--- config.mk ---
export PLATFORM = sky130hd
export DESIGN_NAME = ecc_lockstep_fault_mon_flat
export DESIGN_NICKNAME = d
export VERILOG_FILES = /design/src/rtl/ecc_lockstep_fault_mon_if.sv /design/src/rtl/ecc_lockstep_fault_mon.sv /design/src/flat_wrapper.sv
export SDC_FILE = /design/constraint.sdc
export NUM_CORES = 1
export LEC_CHECK = 0
export CAP_MARGIN = 15
export CORE_MARGIN = 10
export CORE_UTILIZATION = 53
export CTS_CLUSTER_SIZE = 16
export DETAILED_ROUTE_END_ITERATION = 6
export PLACE_DENSITY = 0.95
export SYNTH_ARGS = -nofsm -noshare
export SYNTH_HDL_FRONTEND = slang
export SYNTH_SLANG_ARGS = --single-unit
--- constraint.sdc ---
create_clock -name clk -period 6 [get_ports clk]
set_clock_uncertainty 0.2 [all_clocks]
set_input_delay 1.8 -clock clk [delete_from_list [all_inputs] [get_ports clk]]
set_output_delay 1.8 -clock clk [all_outputs]
set_load 0.01 [all_outputs]
--- src/rtl/ecc_lockstep_fault_mon_if.sv ---
// rtl/ecc_lockstep_fault_mon_if.sv - read-path beat, control and status bundle for the lockstep ECC monitor
interface ecc_lockstep_fault_mon_if #(
    parameter int DATA_WIDTH   = 107,
    parameter int PARITY_WIDTH = 8,
    parameter int CNT_W        = 8
);
    logic                    vld_in;
    logic [DATA_WIDTH-1:0]   data_in;
    logic [PARITY_WIDTH-1:0] parity_in;
    logic                    bypass;
    logic                    ecc_fault_detc_en;
    logic                    dbg_inj;
    logic                    selftest_req;
    logic                    clr;
    logic                    vld_out;
    logic [DATA_WIDTH-1:0]   data_out;
    logic                    sbit_err;
    logic                    dbit_err;
    logic                    ecc_fault;
    logic [CNT_W-1:0]        sbit_cnt;
    logic [CNT_W-1:0]        dbit_cnt;
    logic [CNT_W-1:0]        fault_cnt;
    logic                    fault_alarm;
    logic                    selftest_busy;
    logic                    selftest_done;
    logic                    selftest_pass;

    modport master (
        output vld_in, data_in, parity_in, bypass, ecc_fault_detc_en, dbg_inj, selftest_req, clr,
        input  vld_out, data_out, sbit_err, dbit_err, ecc_fault, sbit_cnt, dbit_cnt, fault_cnt,
               fault_alarm, selftest_busy, selftest_done, selftest_pass
    );

    modport slave (
        input  vld_in, data_in, parity_in, bypass, ecc_fault_detc_en, dbg_inj, selftest_req, clr,
        output vld_out, data_out, sbit_err, dbit_err, ecc_fault, sbit_cnt, dbit_cnt, fault_cnt,
               fault_alarm, selftest_busy, selftest_done, selftest_pass
    );
endinterface

--- src/rtl/ecc_lockstep_fault_mon.sv ---
// rtl/ecc_lockstep_fault_mon.sv - dual SECDED decode with lockstep compare, counters and self-test
module ecc_cal #(
    parameter int DATA_WIDTH   = 107,
    parameter int PARITY_WIDTH = 8
) (
    input  logic [DATA_WIDTH-1:0]   data,
    input  logic [PARITY_WIDTH-1:0] parity,
    input  logic                    bypass,
    output logic [DATA_WIDTH-1:0]   mask,
    output logic                    sbit_err,
    output logic                    dbit_err
);
    localparam int CHK = PARITY_WIDTH - 1;

    // Data bit idx sits at the idx-th non-power-of-two Hamming position; the top parity bit is overall parity.
    function automatic int data_pos(input int idx);
        int n;
        int r;
        n = 0;
        r = 0;
        for (int p = 3; p < (1 << PARITY_WIDTH); p++) begin
            if ((p & (p - 1)) != 0) begin
                if (n == idx) r = p;
                n++;
            end
        end
        return r;
    endfunction

    logic [CHK-1:0]        term [DATA_WIDTH];
    logic [DATA_WIDTH-1:0] hit;
    logic [CHK-1:0]        syn;
    logic                  ov;

    for (genvar g = 0; g < DATA_WIDTH; g++) begin : g_bit
        localparam logic [CHK-1:0] POS = CHK'(data_pos(g));
        assign term[g] = data[g] ? POS : '0;
        assign hit[g]  = (syn == POS);
    end

    always_comb begin
        syn = parity[CHK-1:0];
        for (int i = 0; i < DATA_WIDTH; i++) syn = syn ^ term[i];
    end

    assign ov = ^{data, parity};

    always_comb begin
        sbit_err = 1'b0;
        dbit_err = 1'b0;
        mask     = '0;
        if (!bypass) begin
            if (ov) begin
                sbit_err = 1'b1;
                mask     = hit;
            end else if (syn != '0) begin
                dbit_err = 1'b1;
            end
        end
    end
endmodule

module ecc_lockstep_fault_mon #(
    parameter int DATA_WIDTH   = 107,
    parameter int PARITY_WIDTH = 8,
    parameter int CNT_W        = 8,
    parameter int FAULT_THRESH = 1
) (
    input logic                     clk,
    input logic                     rst_n,
    ecc_lockstep_fault_mon_if.slave bus
);
    typedef enum logic [1:0] {ST_IDLE, ST_ARMED, ST_DONE} st_t;

    st_t                   state, state_nxt;
    logic [DATA_WIDTH-1:0] mask0, mask1, mask1_x, data_sel;
    logic                  sb0, db0, sb1, db1;
    logic                  armed, mis, rf;
    logic [CNT_W-1:0]      sbit_nxt, dbit_nxt, fault_nxt;

    logic                  vld_q, sb_q, db_q, flt_q, alarm_q, pass_q;
    logic [DATA_WIDTH-1:0] data_q;
    logic [CNT_W-1:0]      sbit_q, dbit_q, fault_q;

    ecc_cal #(.DATA_WIDTH(DATA_WIDTH), .PARITY_WIDTH(PARITY_WIDTH)) u_core0 (
        .data(bus.data_in), .parity(bus.parity_in), .bypass(bus.bypass),
        .mask(mask0), .sbit_err(sb0), .dbit_err(db0)
    );

    ecc_cal #(.DATA_WIDTH(DATA_WIDTH), .PARITY_WIDTH(PARITY_WIDTH)) u_core1 (
        .data(bus.data_in), .parity(bus.parity_in), .bypass(bus.bypass),
        .mask(mask1), .sbit_err(sb1), .dbit_err(db1)
    );

    function automatic logic [CNT_W-1:0] sat_inc(input logic [CNT_W-1:0] c, input logic inc);
        return (inc && (c != '1)) ? c + 1'b1 : c;
    endfunction

    // Self-test flips the same core-1 bit as debug injection, so a healthy comparator must report a mismatch.
    assign armed     = (state == ST_ARMED);
    assign mask1_x   = mask1 ^ DATA_WIDTH'(armed | bus.dbg_inj);
    assign mis       = |({sb0, db0, mask0} ^ {sb1, db1, mask1_x});
    assign rf        = bus.vld_in & mis & bus.ecc_fault_detc_en & ~armed;
    assign data_sel  = rf ? bus.data_in : (bus.data_in ^ mask0);
    assign sbit_nxt  = sat_inc(sbit_q, bus.vld_in & sb0);
    assign dbit_nxt  = sat_inc(dbit_q, bus.vld_in & db0);
    assign fault_nxt = sat_inc(fault_q, rf);

    always_comb begin
        state_nxt = state;
        case (state)
            ST_IDLE:  if (bus.selftest_req) state_nxt = ST_ARMED;
            ST_ARMED: if (bus.vld_in) state_nxt = ST_DONE;
            ST_DONE:  state_nxt = ST_IDLE;
            default:  state_nxt = ST_IDLE;
        endcase
    end

    always_ff @(posedge clk or negedge rst_n) begin
        if (!rst_n) begin
            state   <= ST_IDLE;
            vld_q   <= 1'b0;
            data_q  <= '0;
            sb_q    <= 1'b0;
            db_q    <= 1'b0;
            flt_q   <= 1'b0;
            sbit_q  <= '0;
            dbit_q  <= '0;
            fault_q <= '0;
            alarm_q <= 1'b0;
            pass_q  <= 1'b0;
        end else begin
            state <= state_nxt;
            vld_q <= bus.vld_in;
            if (bus.vld_in) begin
                data_q <= data_sel;
                sb_q   <= sb0;
                db_q   <= db0;
                flt_q  <= rf;
            end
            if (armed && bus.vld_in) pass_q <= mis;
            if (bus.clr) begin
                sbit_q  <= '0;
                dbit_q  <= '0;
                fault_q <= '0;
                alarm_q <= 1'b0;
            end else begin
                sbit_q  <= sbit_nxt;
                dbit_q  <= dbit_nxt;
                fault_q <= fault_nxt;
                if (fault_nxt >= CNT_W'(FAULT_THRESH)) alarm_q <= 1'b1;
            end
        end
    end

    assign bus.vld_out       = vld_q;
    assign bus.data_out      = data_q;
    assign bus.sbit_err      = sb_q;
    assign bus.dbit_err      = db_q;
    assign bus.ecc_fault     = flt_q & vld_q;
    assign bus.sbit_cnt      = sbit_q;
    assign bus.dbit_cnt      = dbit_q;
    assign bus.fault_cnt     = fault_q;
    assign bus.fault_alarm   = alarm_q;
    assign bus.selftest_busy = armed;
    assign bus.selftest_done = (state == ST_DONE);
    assign bus.selftest_pass = pass_q;
endmodule

--- src/flat_wrapper.sv ---
// flat-port wrapper written by rule: the top's interface ports become plain ports
module ecc_lockstep_fault_mon_flat 
#(
    parameter int DATA_WIDTH   = 107,
    parameter int PARITY_WIDTH = 8,
    parameter int CNT_W        = 8,
    parameter int FAULT_THRESH = 1
)
  (clk, rst_n, bus_vld_in, bus_data_in, bus_parity_in, bus_bypass, bus_ecc_fault_detc_en, bus_dbg_inj, bus_selftest_req, bus_clr, bus_vld_out, bus_data_out, bus_sbit_err, bus_dbit_err, bus_ecc_fault, bus_sbit_cnt, bus_dbit_cnt, bus_fault_cnt, bus_fault_alarm, bus_selftest_busy, bus_selftest_done, bus_selftest_pass);
  ecc_lockstep_fault_mon_if #(.DATA_WIDTH(DATA_WIDTH), .PARITY_WIDTH(PARITY_WIDTH), .CNT_W(CNT_W)) bus_i ();
  input logic clk;
  input logic rst_n;
  input wire logic [$bits(bus_i.vld_in)-1:0] bus_vld_in;
  input wire logic [$bits(bus_i.data_in)-1:0] bus_data_in;
  input wire logic [$bits(bus_i.parity_in)-1:0] bus_parity_in;
  input wire logic [$bits(bus_i.bypass)-1:0] bus_bypass;
  input wire logic [$bits(bus_i.ecc_fault_detc_en)-1:0] bus_ecc_fault_detc_en;
  input wire logic [$bits(bus_i.dbg_inj)-1:0] bus_dbg_inj;
  input wire logic [$bits(bus_i.selftest_req)-1:0] bus_selftest_req;
  input wire logic [$bits(bus_i.clr)-1:0] bus_clr;
  output wire logic [$bits(bus_i.vld_out)-1:0] bus_vld_out;
  output wire logic [$bits(bus_i.data_out)-1:0] bus_data_out;
  output wire logic [$bits(bus_i.sbit_err)-1:0] bus_sbit_err;
  output wire logic [$bits(bus_i.dbit_err)-1:0] bus_dbit_err;
  output wire logic [$bits(bus_i.ecc_fault)-1:0] bus_ecc_fault;
  output wire logic [$bits(bus_i.sbit_cnt)-1:0] bus_sbit_cnt;
  output wire logic [$bits(bus_i.dbit_cnt)-1:0] bus_dbit_cnt;
  output wire logic [$bits(bus_i.fault_cnt)-1:0] bus_fault_cnt;
  output wire logic [$bits(bus_i.fault_alarm)-1:0] bus_fault_alarm;
  output wire logic [$bits(bus_i.selftest_busy)-1:0] bus_selftest_busy;
  output wire logic [$bits(bus_i.selftest_done)-1:0] bus_selftest_done;
  output wire logic [$bits(bus_i.selftest_pass)-1:0] bus_selftest_pass;
  assign bus_i.vld_in = bus_vld_in;
  assign bus_i.data_in = bus_data_in;
  assign bus_i.parity_in = bus_parity_in;
  assign bus_i.bypass = bus_bypass;
  assign bus_i.ecc_fault_detc_en = bus_ecc_fault_detc_en;
  assign bus_i.dbg_inj = bus_dbg_inj;
  assign bus_i.selftest_req = bus_selftest_req;
  assign bus_i.clr = bus_clr;
  assign bus_vld_out = bus_i.vld_out;
  assign bus_data_out = bus_i.data_out;
  assign bus_sbit_err = bus_i.sbit_err;
  assign bus_dbit_err = bus_i.dbit_err;
  assign bus_ecc_fault = bus_i.ecc_fault;
  assign bus_sbit_cnt = bus_i.sbit_cnt;
  assign bus_dbit_cnt = bus_i.dbit_cnt;
  assign bus_fault_cnt = bus_i.fault_cnt;
  assign bus_fault_alarm = bus_i.fault_alarm;
  assign bus_selftest_busy = bus_i.selftest_busy;
  assign bus_selftest_done = bus_i.selftest_done;
  assign bus_selftest_pass = bus_i.selftest_pass;
  ecc_lockstep_fault_mon #(.DATA_WIDTH(DATA_WIDTH), .PARITY_WIDTH(PARITY_WIDTH), .CNT_W(CNT_W), .FAULT_THRESH(FAULT_THRESH)) u_core (.clk(clk), .rst_n(rst_n), .bus(bus_i));
endmodule
==> run_results.csv <==
group,metric,value,unit
placement,hpwl,28100,um
worst_setup_path,critPathArrivalTime,5840,ps
cells_and_area,area_growth,42.0,%
yosys,synth_top_cells_by_count,"dfrtp_1 (139), xnor2_1 (139), nand2_1 (125), xor2_1 (118), nor2_1 (111)",
clock_network,postCtsSetupBuffers,0,
cells_and_area,finish.instance_area,0.0135,sq mm
run,drv_cap,0,
grt,grt_max_degree,106,
cells_and_area,drive_gt1_frac,0.104,
yosys,ys_top_cells_by_area,"dfrtp_1 (37%), xnor2_1 (13%), xor2_1 (11%)",
worst_setup_path,worstPathCellList,"clkdlybuf4s50_1 > xor2_1 > xnor3_1 > xnor3_2 > xor3_2 > xor3_1 > xnor3_1 > or4_4 > or3_1 > buf_4 > o211ai_1 > o311ai_1",
placement,port_buffers,261,
power,leakage,5.49,nW
clock_network,clk_path_buf_depth,2,
placement,dp_slack,-87.1,ps
worst_setup_path,cp_common_cell,"xnor3_1",
detailed_routing,drtIter0Drc,837,
clock_network,cts_resized,0,
timing,slew_violations,0,
worst_setup_path,crit_fanout,18,
clock_network,clkSinkCount,139,
placement,place_congestion,0.972,
cells_and_area,fin_nets,1436,
yosys,synth_compound_area_frac,0.116,
floorplan,die_area,0.0236,sq mm
worst_setup_path,critPathLaunchType,"primary input",
timing,fin_crit,5760,ps
grt,grt_pass1_wl,55200,um
timing,clock.fmax,174,MHz
yosys,ys_ff_latch,139,
worst_setup_path,cp-end-kind,"register",
worst_setup_path,slowest_delay,510,ps
cells_and_area,fin_cells,1549,
clock_network,htreeDepth,4,
timing,fin_tns_setup,0,ps
timing,period_share,0.960,
detailed_routing,vias_per_cell,5.88,
floorplan,core,0.0174,sq mm
clock_network,cts_made_buffers,17,
timing,hold_viol_final,0,
floorplan,fp-row-count,48,
detailed_routing,totalWireLength,36500,um
detailed_routing,vias,9110,
floorplan,start_util,0.544,
grt,grt_overflow,0,
yosys,async_reset_ff_frac,1.00,
placement,dp.cells,1516,
timing,finalSetupViolCount,0,
run_status,status,"complete, but fails checks",
cells_and_area,postLayoutCoreUtil,0.773,
floorplan,ios,262,
yosys,yosysTopAreaCell,"dfrtp_1",
grt,antenna_found_initial,1,
clock_network,clock_latency,440,ps
yosys,synth_fp_nets,1110,
timing,rsz0062_at_grt,"no",
yosys,muxShareOfSynthArea,0.00647,
yosys,yosysSeqAreaShare,0.367,
yosys,synth.avg_cell_area,9.63,sq um
yosys,synth_top_area_share,0.367,
clock_network,tritoncts,"done",
yosys,synth_simple_gate_area_frac,0.147,
timing,fin_ws,242,ps
detailed_routing,avgRoutedWirePerCell,23.6,um
yosys,synth-edff-count,0,
yosys,synth-xor-area-share,0.338,
detailed_routing,final_antenna_net_count,0,
grt,grt_util_all_layers,0.299,
yosys,synthAdderAreaFrac,0.00396,
worst_setup_path,worst-setup-path-type,"in -> reg",
detailed_routing,drt_first_pass_iters,7,
worst_setup_path,cpMaxStageDelayCell,"or4_4",
worst_setup_path,crit_family,"XOR/XNOR gates",
power,peakVddDrop,0.000601,V
grt,grt_pass1_vias,9389,
yosys,yosys.cell_types.count,49,
yosys,synth_top_family_by_area,"XOR/XNOR gates",
clock_network,holdBufCountCts,0,
power,power.total,6.71,mW
yosys,ys.flop_type,"dfrtp_1",
yosys,syn_inst,984,
floorplan,die_h,154,um
power,pwr_density_cell,498,mW/mm^2
worst_setup_path,critical_path_required,6080,ps
min_path,min_path_type,"reg -> reg",
yosys,synthesis.area,0.00948,sq mm
clock_network,cts_root_buf,"clkbuf_16",
timing,slew_headroom,0.269,
floorplan,dieWidth,154,um
timing,timing.hold.ws,255,ps
timing,tightest_slew,1100,ps
worst_setup_path,path_buf_inv,2,
yosys,yosysWarnings,0,
clock_network,clkTransAtPathRegs,60,ps
placement,place_area,0.0129,sq mm
run_status,violations,"DRC",
detailed_routing,drc_errors,1,
report_power, final:
group | internal, mW | total (mW) | switching (mW)
logic | 1.83 | 4.52 | 2.69
clock network | 0.631 | 1.06 | 0.426
registers | 1.06 | 1.13 | 0.0742
total | 3.52 | 6.71 | 3.19
state kept, by name, summed over array words and instances, names as in the netlist:
name and flops:
u_core.bus.sbit_cnt 8, u_core.bus.vld_out 1, u_core.bus.dbit_cnt 8, u_core.bus.selftest_pass 1, u_core.bus.fault_cnt 8, u_core.bus.fault_alarm 1
u_core.bus.data_out 107, u_core.flt_q 1, u_core.state 2, u_core.bus.sbit_err 1, u_core.bus.dbit_err 1
cells by family after synthesis:
family	count (synthesis)
muxes	6
AOI/OAI and AO/OA	164
adders and majority gates	3
buffers and inverters	49
DFF	139
and+or+nand+nor	324
xor gates and xnor gates	299
final cells by class:
type	instances	area, sq um
multi-input cells	796	5800
inverters	6	22.5
repair buffers	350	3300
fillers	1134	3960
well taps	225	282
clock buffers	21	460
clock inverters	11	120
diodes	1	2.50
flip-flops and latches	139	3480
per-layer routing:
| layer | track usage | vias to the layer above | part of all wire |
|---|---|---|---|
| li1 | - | 4016 | - |
| met1 | 0.347 | 4393 | 0.37 |
| met2 | 0.474 | 585 | 0.46 |
| met3 | 0.114 | 116 | 0.12 |
| met4 | 0.156 | 0 | 0.048 |
| met5 | 0 | - | 0 |
worst paths after layout:
| check | start | endpoint | slack [ps] | cells after the start |
|---|---|---|---|---|
| max | bus_data_in[36] | u_core.bus.data_out[13]$_DFFE_PN0P_ | 240 | 12 |
| min in group asynchronous | rst_n | u_core.bus.dbit_cnt[0]$_DFFE_PN0P_ | 1270 | 1 |
| max in group asynchronous | rst_n | u_core.bus.data_out[88]$_DFFE_PN0P_ | 3220 | 2 |
| min | u_core.state[1]$_DFFE_PN0P_ | u_core.state[0]$_DFFE_PN0P_ | 250 | 1 |
| min reg2reg | u_core.state[1]$_DFFE_PN0P_ | u_core.state[0]$_DFFE_PN0P_ | 250 | 1 |
| max reg2reg | u_core.bus.fault_cnt[0]$_DFF_PN0_ | u_core.bus.fault_alarm$_DFFE_PN0P_ | 3140 | 9 |
layout by cell type, fill, tap and decap left out, types with 5 or more instances in the layout:
master and n:
clkdlybuf4s50_1 259, xnor2_1 139, dfrtp_1 139, nand2_1 125
xor2_1 118, nor2_1 111, a21oi_1 90, buf_4 88
xnor3_1 38, nand3_1 37, o211ai_1 18, o311ai_1 17
clkbuf_16 17, nor3_1 10, o211ai_2 9, o311ai_0 9
and2_1 7, a21boi_0 7, inv_1 6, mux2i_1 5
Power figures use the tool's default switching activity.
